## src/rtl/ram_io_pkg.sv

```systemverilog
// rtl/ram_io_pkg.sv - shared constants, FSM state codes and nibble slot helper for the RAM_IO packer
package ram_io_pkg;

  localparam int NIB_W = 4;

  localparam logic [1:0] EMPTY      = 2'd0;
  localparam logic [1:0] FULL       = 2'd1;
  localparam logic [1:0] FLUSH_PEND = 2'd2;

  // Bit offset of nibble k inside a word of `nibbles` nibbles.
  function automatic int unsigned nib_slot(input int unsigned k, input logic msbFirst,
                                           input int unsigned nibbles);
    return msbFirst ? (nibbles - 1 - k) * NIB_W : k * NIB_W;
  endfunction

endpackage

```

## src/rtl/ram_io_word_slot.sv

```systemverilog
// rtl/ram_io_word_slot.sv - one-entry valid/ready output register with auto-incrementing write address
module ram_io_word_slot #(
  parameter int W      = 32,
  parameter int ADDR_W = 10
) (
  input  logic              UserCLK,
  input  logic              UserRST,
  input  logic              load,
  input  logic [W-1:0]      loadData,
  input  logic              incEn,
  input  logic              wr_ready,
  output logic [W-1:0]      wr_data,
  output logic [ADDR_W-1:0] wr_addr,
  output logic              wr_valid
);

  logic handshake;

  assign handshake = wr_valid && wr_ready;

  // A load on the handshake edge keeps wr_valid high, giving back-to-back words.
  always_ff @(posedge UserCLK) begin
    if (UserRST) begin
      wr_data  <= '0;
      wr_addr  <= '0;
      wr_valid <= 1'b0;
    end else begin
      if (handshake && incEn) begin
        wr_addr <= wr_addr + ADDR_W'(1);
      end
      if (load) begin
        wr_data  <= loadData;
        wr_valid <= 1'b1;
      end else if (handshake) begin
        wr_valid <= 1'b0;
      end
    end
  end

endmodule

```

## src/rtl/ram_io_nibble_packer.sv

```systemverilog
// rtl/ram_io_nibble_packer.sv - packs the RAM_IO BEL nibble stream into words for a top-level RAM write port
module ram_io_nibble_packer
  import ram_io_pkg::*;
#(
  parameter int NIBBLES      = 8,
  parameter int ADDR_W       = 10,
  parameter int NoConfigBits = 2
) (
  input  logic                     UserCLK,
  input  logic                     UserRST,
  input  logic [NIB_W-1:0]         I,
  input  logic                     I_valid,
  input  logic                     flush,
  input  logic [NoConfigBits-1:0]  ConfigBits,
  output logic [NIB_W*NIBBLES-1:0] wr_data,
  output logic [ADDR_W-1:0]        wr_addr,
  output logic                     wr_valid,
  input  logic                     wr_ready,
  output logic                     busy,
  output logic                     overflow
);

  localparam int W     = NIB_W * NIBBLES;
  localparam int CNT_W = $clog2(NIBBLES);

  logic [1:0]       state, stateNext;
  logic [CNT_W-1:0] nibCnt, cntNext;
  logic [W-1:0]     asmReg, asmNext;
  logic             pending, slotFree, isLast;
  logic             accept, drop, wordDone, flushReq, load;

  assign pending  = (state == FLUSH_PEND);
  assign slotFree = !wr_valid || wr_ready;
  assign isLast   = (nibCnt == CNT_W'(NIBBLES - 1));
  assign busy     = (nibCnt != '0);

  always_comb begin
    asmNext  = asmReg;
    cntNext  = nibCnt;
    accept   = 1'b0;
    drop     = 1'b0;
    wordDone = 1'b0;
    flushReq = 1'b0;
    load     = 1'b0;
    if (pending) begin
      // The partial word owns the assembly register until it is emitted.
      drop = I_valid;
      load = slotFree;
    end else begin
      accept = I_valid && (!isLast || slotFree);
      drop   = I_valid && !accept;
      if (accept) begin
        asmNext = asmReg | (W'(I) << nib_slot(32'(nibCnt), ConfigBits[0], NIBBLES));
        cntNext = isLast ? '0 : nibCnt + CNT_W'(1);
      end
      wordDone = accept && isLast;
      // A flush coinciding with the completing nibble is a single emission.
      flushReq = flush && !wordDone && (busy || accept);
      load     = wordDone || (flushReq && slotFree);
    end
  end

  always_comb begin
    stateNext = state;
    if (load) begin
      stateNext = FULL;
    end else if (pending || flushReq) begin
      stateNext = FLUSH_PEND;
    end else if (wr_valid && wr_ready) begin
      stateNext = EMPTY;
    end
  end

  always_ff @(posedge UserCLK) begin
    if (UserRST) begin
      state    <= EMPTY;
      nibCnt   <= '0;
      asmReg   <= '0;
      overflow <= 1'b0;
    end else begin
      state <= stateNext;
      if (load) begin
        asmReg <= '0;
        nibCnt <= '0;
      end else begin
        asmReg <= asmNext;
        nibCnt <= cntNext;
      end
      if (drop) begin
        overflow <= 1'b1;
      end
    end
  end

  ram_io_word_slot #(
    .W      (W),
    .ADDR_W (ADDR_W)
  ) u_slot (
    .UserCLK  (UserCLK),
    .UserRST  (UserRST),
    .load     (load),
    .loadData (asmNext),
    .incEn    (ConfigBits[1]),
    .wr_ready (wr_ready),
    .wr_data  (wr_data),
    .wr_addr  (wr_addr),
    .wr_valid (wr_valid)
  );

endmodule

```

## config.mk

```make
export PLATFORM = sky130hd
export DESIGN_NAME = ram_io_nibble_packer
export DESIGN_NICKNAME = d
export VERILOG_FILES = /design/src/rtl/ram_io_pkg.sv /design/src/rtl/ram_io_word_slot.sv /design/src/rtl/ram_io_nibble_packer.sv
export SDC_FILE = /design/constraint.sdc
export NUM_CORES = 1
export LEC_CHECK = 0
export ABC_AREA = 1
export CAP_MARGIN = 30
export CORE_UTILIZATION = 53
export DETAILED_ROUTE_END_ITERATION = 6
export GPL_ROUTABILITY_DRIVEN = 0
export HOLD_SLACK_MARGIN = 0.15
export PLACE_DENSITY = 0.8
export SETUP_SLACK_MARGIN = 0.4
export SLEW_MARGIN = 10
export SYNTH_ARGS = -nofsm -noshare
export SYNTH_HDL_FRONTEND = slang
export SYNTH_SLANG_ARGS = --single-unit
```

## constraint.sdc

```tcl
create_clock -name UserCLK -period 2.12 [get_ports UserCLK]
set_input_delay 0.212 -clock UserCLK [delete_from_list [all_inputs] [get_ports UserCLK]]
set_output_delay 0.212 -clock UserCLK [all_outputs]
set_load 0.03 [all_outputs]
```

==> impl_metrics.prom <==
# TYPE chip_impl_metric gauge
chip_impl_metric{name="fp.dieW",unit="um"} 81.6
chip_impl_metric{name="finalHoldViolations",unit=""} 0
chip_impl_metric{name="tritoncts.num_buffers",unit=""} 9
chip_impl_metric{name="maximum_fanout_along_the_worst_path",unit=""} 6
chip_impl_metric{name="synth_fp_nets",unit=""} 453
chip_impl_metric{name="arrival",unit="ns"} 2.06
chip_impl_metric{name="routed_wire_length_per_instance",unit="um"} 15.5
chip_impl_metric{name="grtUsageTotal",unit="%"} 24.7
chip_impl_metric{name="routed-via-count",unit=""} 3156
chip_impl_metric{name="netlist_instances",unit=""} 438
chip_impl_metric{name="io-pin-count",unit=""} 56
chip_impl_metric{name="finalSetupTns",unit="ns"} 0
chip_impl_metric{name="global_route_wire_length_before_repair",unit="um"} 12600
chip_impl_metric{name="r2r_setup_slack",unit="ns"} 0.36
chip_impl_metric{name="die_h",unit="um"} 81.6
chip_impl_info{name="cts-root-buf",value="sky130_fd_sc_hd__clkbuf_8"} 1
chip_impl_info{name="worstSetupEndpointType",value="flip-flop"} 1
chip_impl_metric{name="antenna_found_initial",unit=""} 0
chip_impl_metric{name="crit_required",unit="ns"} 2.41
chip_impl_info{name="layout_commonest_cell",value="sky130_fd_sc_hd__nor2_1"} 1
chip_impl_metric{name="largest_net_degree_at_the_start_of_global_routing",unit=""} 32
chip_impl_metric{name="period_minus_slack",unit="ns"} 1.76
chip_impl_info{name="whs_endpoint",value="u_slot.wr_addr[9]"} 1
chip_impl_info{name="tightest_hold_check_type",value="reg2reg"} 1
chip_impl_metric{name="number_of_slew_limit_violations_in_the_final_report",unit=""} 0
chip_impl_metric{name="drt.antenna.violating_nets",unit=""} 0
chip_impl_metric{name="drc",unit=""} 0
chip_impl_info{name="worst_r2r_endpoint",value="asmReg[20]"} 1
chip_impl_metric{name="place.port_buffers",unit=""} 55
chip_impl_metric{name="detailedPlacementHpwl",unit="um"} 4890
chip_impl_metric{name="ys_warn_count",unit=""} 0
chip_impl_metric{name="worst_setup_hold_path_clk_slew",unit="ns"} 0.09
chip_impl_metric{name="maxcap_viol_count",unit=""} 0
chip_impl_metric{name="max-vdd-ir-drop",unit="V"} 0.000568
chip_impl_metric{name="fp.dieArea",unit="mm2"} 0.00667
chip_impl_metric{name="clock-sinks",unit=""} 81
chip_impl_metric{name="finalCoreUtilization",unit="%"} 79.5
chip_impl_metric{name="first_global_vias",unit=""} 2776
chip_impl_metric{name="achievable-frequency",unit="MHz"} 567
chip_impl_metric{name="synthToLayoutAreaGrowth",unit="%"} 42.5
chip_impl_metric{name="power-per-cell-area",unit="mW/mm2"} 915
chip_impl_info{name="final_cell_mix",value="89 x sky130_fd_sc_hd__nor2_1, 82 x sky130_fd_sc_hd__nand2_1, 77 x sky130_fd_sc_hd__dfxtp_1"} 1
chip_impl_metric{name="n_antenna_cell",unit=""} 0
chip_impl_metric{name="worst_pin_slew",unit="ns"} 0.406
chip_impl_info{name="run_status",value="complete, no violations"} 1
chip_impl_metric{name="syn-cell-area",unit="mm2"} 0.00336
chip_impl_metric{name="worstHoldPathCells",unit=""} 2
chip_impl_metric{name="wl",unit="um"} 9220
chip_impl_metric{name="post_synth.cell_area_avg",unit="um2"} 7.68
chip_impl_metric{name="final_nets",unit=""} 531
chip_impl_metric{name="postSynthRegisterBits",unit=""} 81
chip_impl_metric{name="min_period_over_period",unit="%"} 83.1
chip_impl_metric{name="clockBufferDepth",unit=""} 2
chip_impl_metric{name="synth_sequential_area_ratio",unit="%"} 48.2
chip_impl_metric{name="detail_route.iter0.violations",unit=""} 205
chip_impl_info{name="criticalPathCategory",value="reg2reg"} 1
chip_impl_metric{name="final_setup_skew",unit="ns"} 0.0115
chip_impl_info{name="grt_setup_unrepaired",value="true"} 1
chip_impl_metric{name="grt_remaining_overflow",unit=""} 0
chip_impl_metric{name="p_leak",unit="nW"} 2.05
chip_impl_metric{name="core.rowCount",unit=""} 28
chip_impl_metric{name="coreArea",unit="mm2"} 0.00603
chip_impl_metric{name="slew_headroom",unit="%"} 72.8
chip_impl_metric{name="rr_worst_depth",unit=""} 10
chip_impl_info{name="rr_startpoint",value="nibCnt[0]"} 1
chip_impl_metric{name="initial_core_utilization",unit="%"} 55.8
chip_impl_metric{name="final_layout_size_suffix_gt1_share",unit="%"} 24.2
chip_impl_info{name="cts_tree",value="built"} 1
chip_impl_info{name="timing.hold.worst.start",value="u_slot.wr_addr[9]"} 1
chip_impl_metric{name="htreeDepth",unit=""} 3
chip_impl_metric{name="final-setup-viol-count",unit=""} 0
chip_impl_metric{name="clock_insertion_delay_worst_skew",unit="ns"} 0.36
chip_impl_metric{name="detail_route.first_pass.iterations",unit=""} 5
chip_impl_metric{name="synthDistinctLibCells",unit=""} 32
chip_impl_info{name="worstSetupStartpointType",value="flip-flop"} 1
chip_impl_metric{name="post_drt_via_cell_ratio",unit=""} 5.30
## worst max-delay path by stage
stage	from	endpoint	depth (start not counted)
2_1_floorplan	nibCnt[0]	nibCnt[0]	12
3_3_place_gp	wr_ready	u_slot.wr_addr[9]	8
3_5_place_dp	ConfigBits[0]	u_slot.wr_data[29]	7
4_1_cts	nibCnt[0]	busy	6
5_1_grt	nibCnt[0]	u_slot.wr_data[21]	10
6_report	nibCnt[0]	asmReg[20]	10
## cell type report
| type | instances | area, um2 |
|---|---|---|
| inverters | 30 | 115 |
| multi-input cells | 309 | 1730 |
| repair buffers | 85 | 955 |
| fillers | 380 | 1230 |
| clock buffers | 9 | 124 |
| well taps | 75 | 93.8 |
| clock inverters | 7 | 143 |
| flip-flops and latches | 81 | 1630 |
## synth_stat cells, drive strengths merged
master    n  area, um2
a21oi    33        165
nor2    123        539
clkbuf    3       11.3
nand3     9       55.1
o21ai     8       40.0
a211oi    1       7.51
a21boi    1       18.8
nand4     1       6.26
nand2   104        405
xnor2     2       17.5
a22oi     1       7.51
a21o      5       37.5
nor3b     8       90.1
o21a      1       7.51
dfxtp    81       1620
buf      15        116
xor2      2       17.5
nand3b    2       15.0
inv      30        113
nor3      4       20.0
ha        4       50.1
## power breakdown
group / leakage [nW] / switching, mW / internal [mW]
logic: 1.25 / 0.702 / 0.498
registers: 0.662 / 0.0667 / 1.63
clock network: 0.133 / 0.585 / 0.903
## cell families after synthesis
kind of cell	count (synthesis)	synth area share, %
AND/OR/NAND/NOR	251	33.6
flip-flops	81	48.2
AO/OA/AOI/OAI	50	8.45
buffers and inverters	48	7.15
XOR/XNOR	4	1.04
adder cells (fa/ha/maj)	4	1.49
## flip-flops by register name (all words and copies together), names as in the netlist
name and cells:
nibCnt 3, state 2, asmReg 32, u_slot.wr_data 32, overflow 1, u_slot.wr_addr 10, u_slot.wr_valid 1
## per-layer routing
| metal | GRT usage (%) | part of all wire [%] |
|---|---|---|
| met2 | 42.8 | 49 |
| met5 | 0 | 0 |
| met3 | 5.22 | 5.4 |
| met1 | 30.9 | 44 |
| met4 | 7.19 | 1.6 |
## per-stage QoR
| step | total power, mW | instances | setup slack, ns | hold slack (ns) | instance area, um2 |
|---|---|---|---|---|---|
| after floorplan | 2.35 | 438 | 0.372 | 0.282 | 3400 |
| after global placement | 2.65 | 564 | 0.128 | 0.446 | 4070 |
| after detailed placement | 2.66 | 564 | 0.0849 | 0.456 | 4070 |
| after CTS | 4.17 | 585 | 0.368 | 0.474 | 4450 |
| after global routing | 4.53 | 596 | 0.247 | 0.511 | 4790 |
| final | 4.39 | 596 | 0.358 | 0.471 | 4790 |
## timing repair
item,4_1_cts,5_1_grt
endpoints found under the hold margin,0,0
hold buffers,0,0
buffers inserted,3,5
setup endpoints to repair,61,72
cloned,2,6
pin swaps,2,14
resized for setup,13,57
## worst max-delay path, cell delays in order (launching register included)
cell and delay (ns):
sky130_fd_sc_hd__dfxtp_4 0.39, sky130_fd_sc_hd__ha_4 0.14, sky130_fd_sc_hd__ha_4 0.14, sky130_fd_sc_hd__nand3_4 0.09, sky130_fd_sc_hd__nand3_4 0.11, sky130_fd_sc_hd__inv_4 0.05, sky130_fd_sc_hd__nand2_4 0.11, sky130_fd_sc_hd__a21boi_4 0.23
sky130_fd_sc_hd__nand2_4 0.14, sky130_fd_sc_hd__clkbuf_16 0.20, sky130_fd_sc_hd__nor2_2 0.11
(Power assumes the default switching activity.)
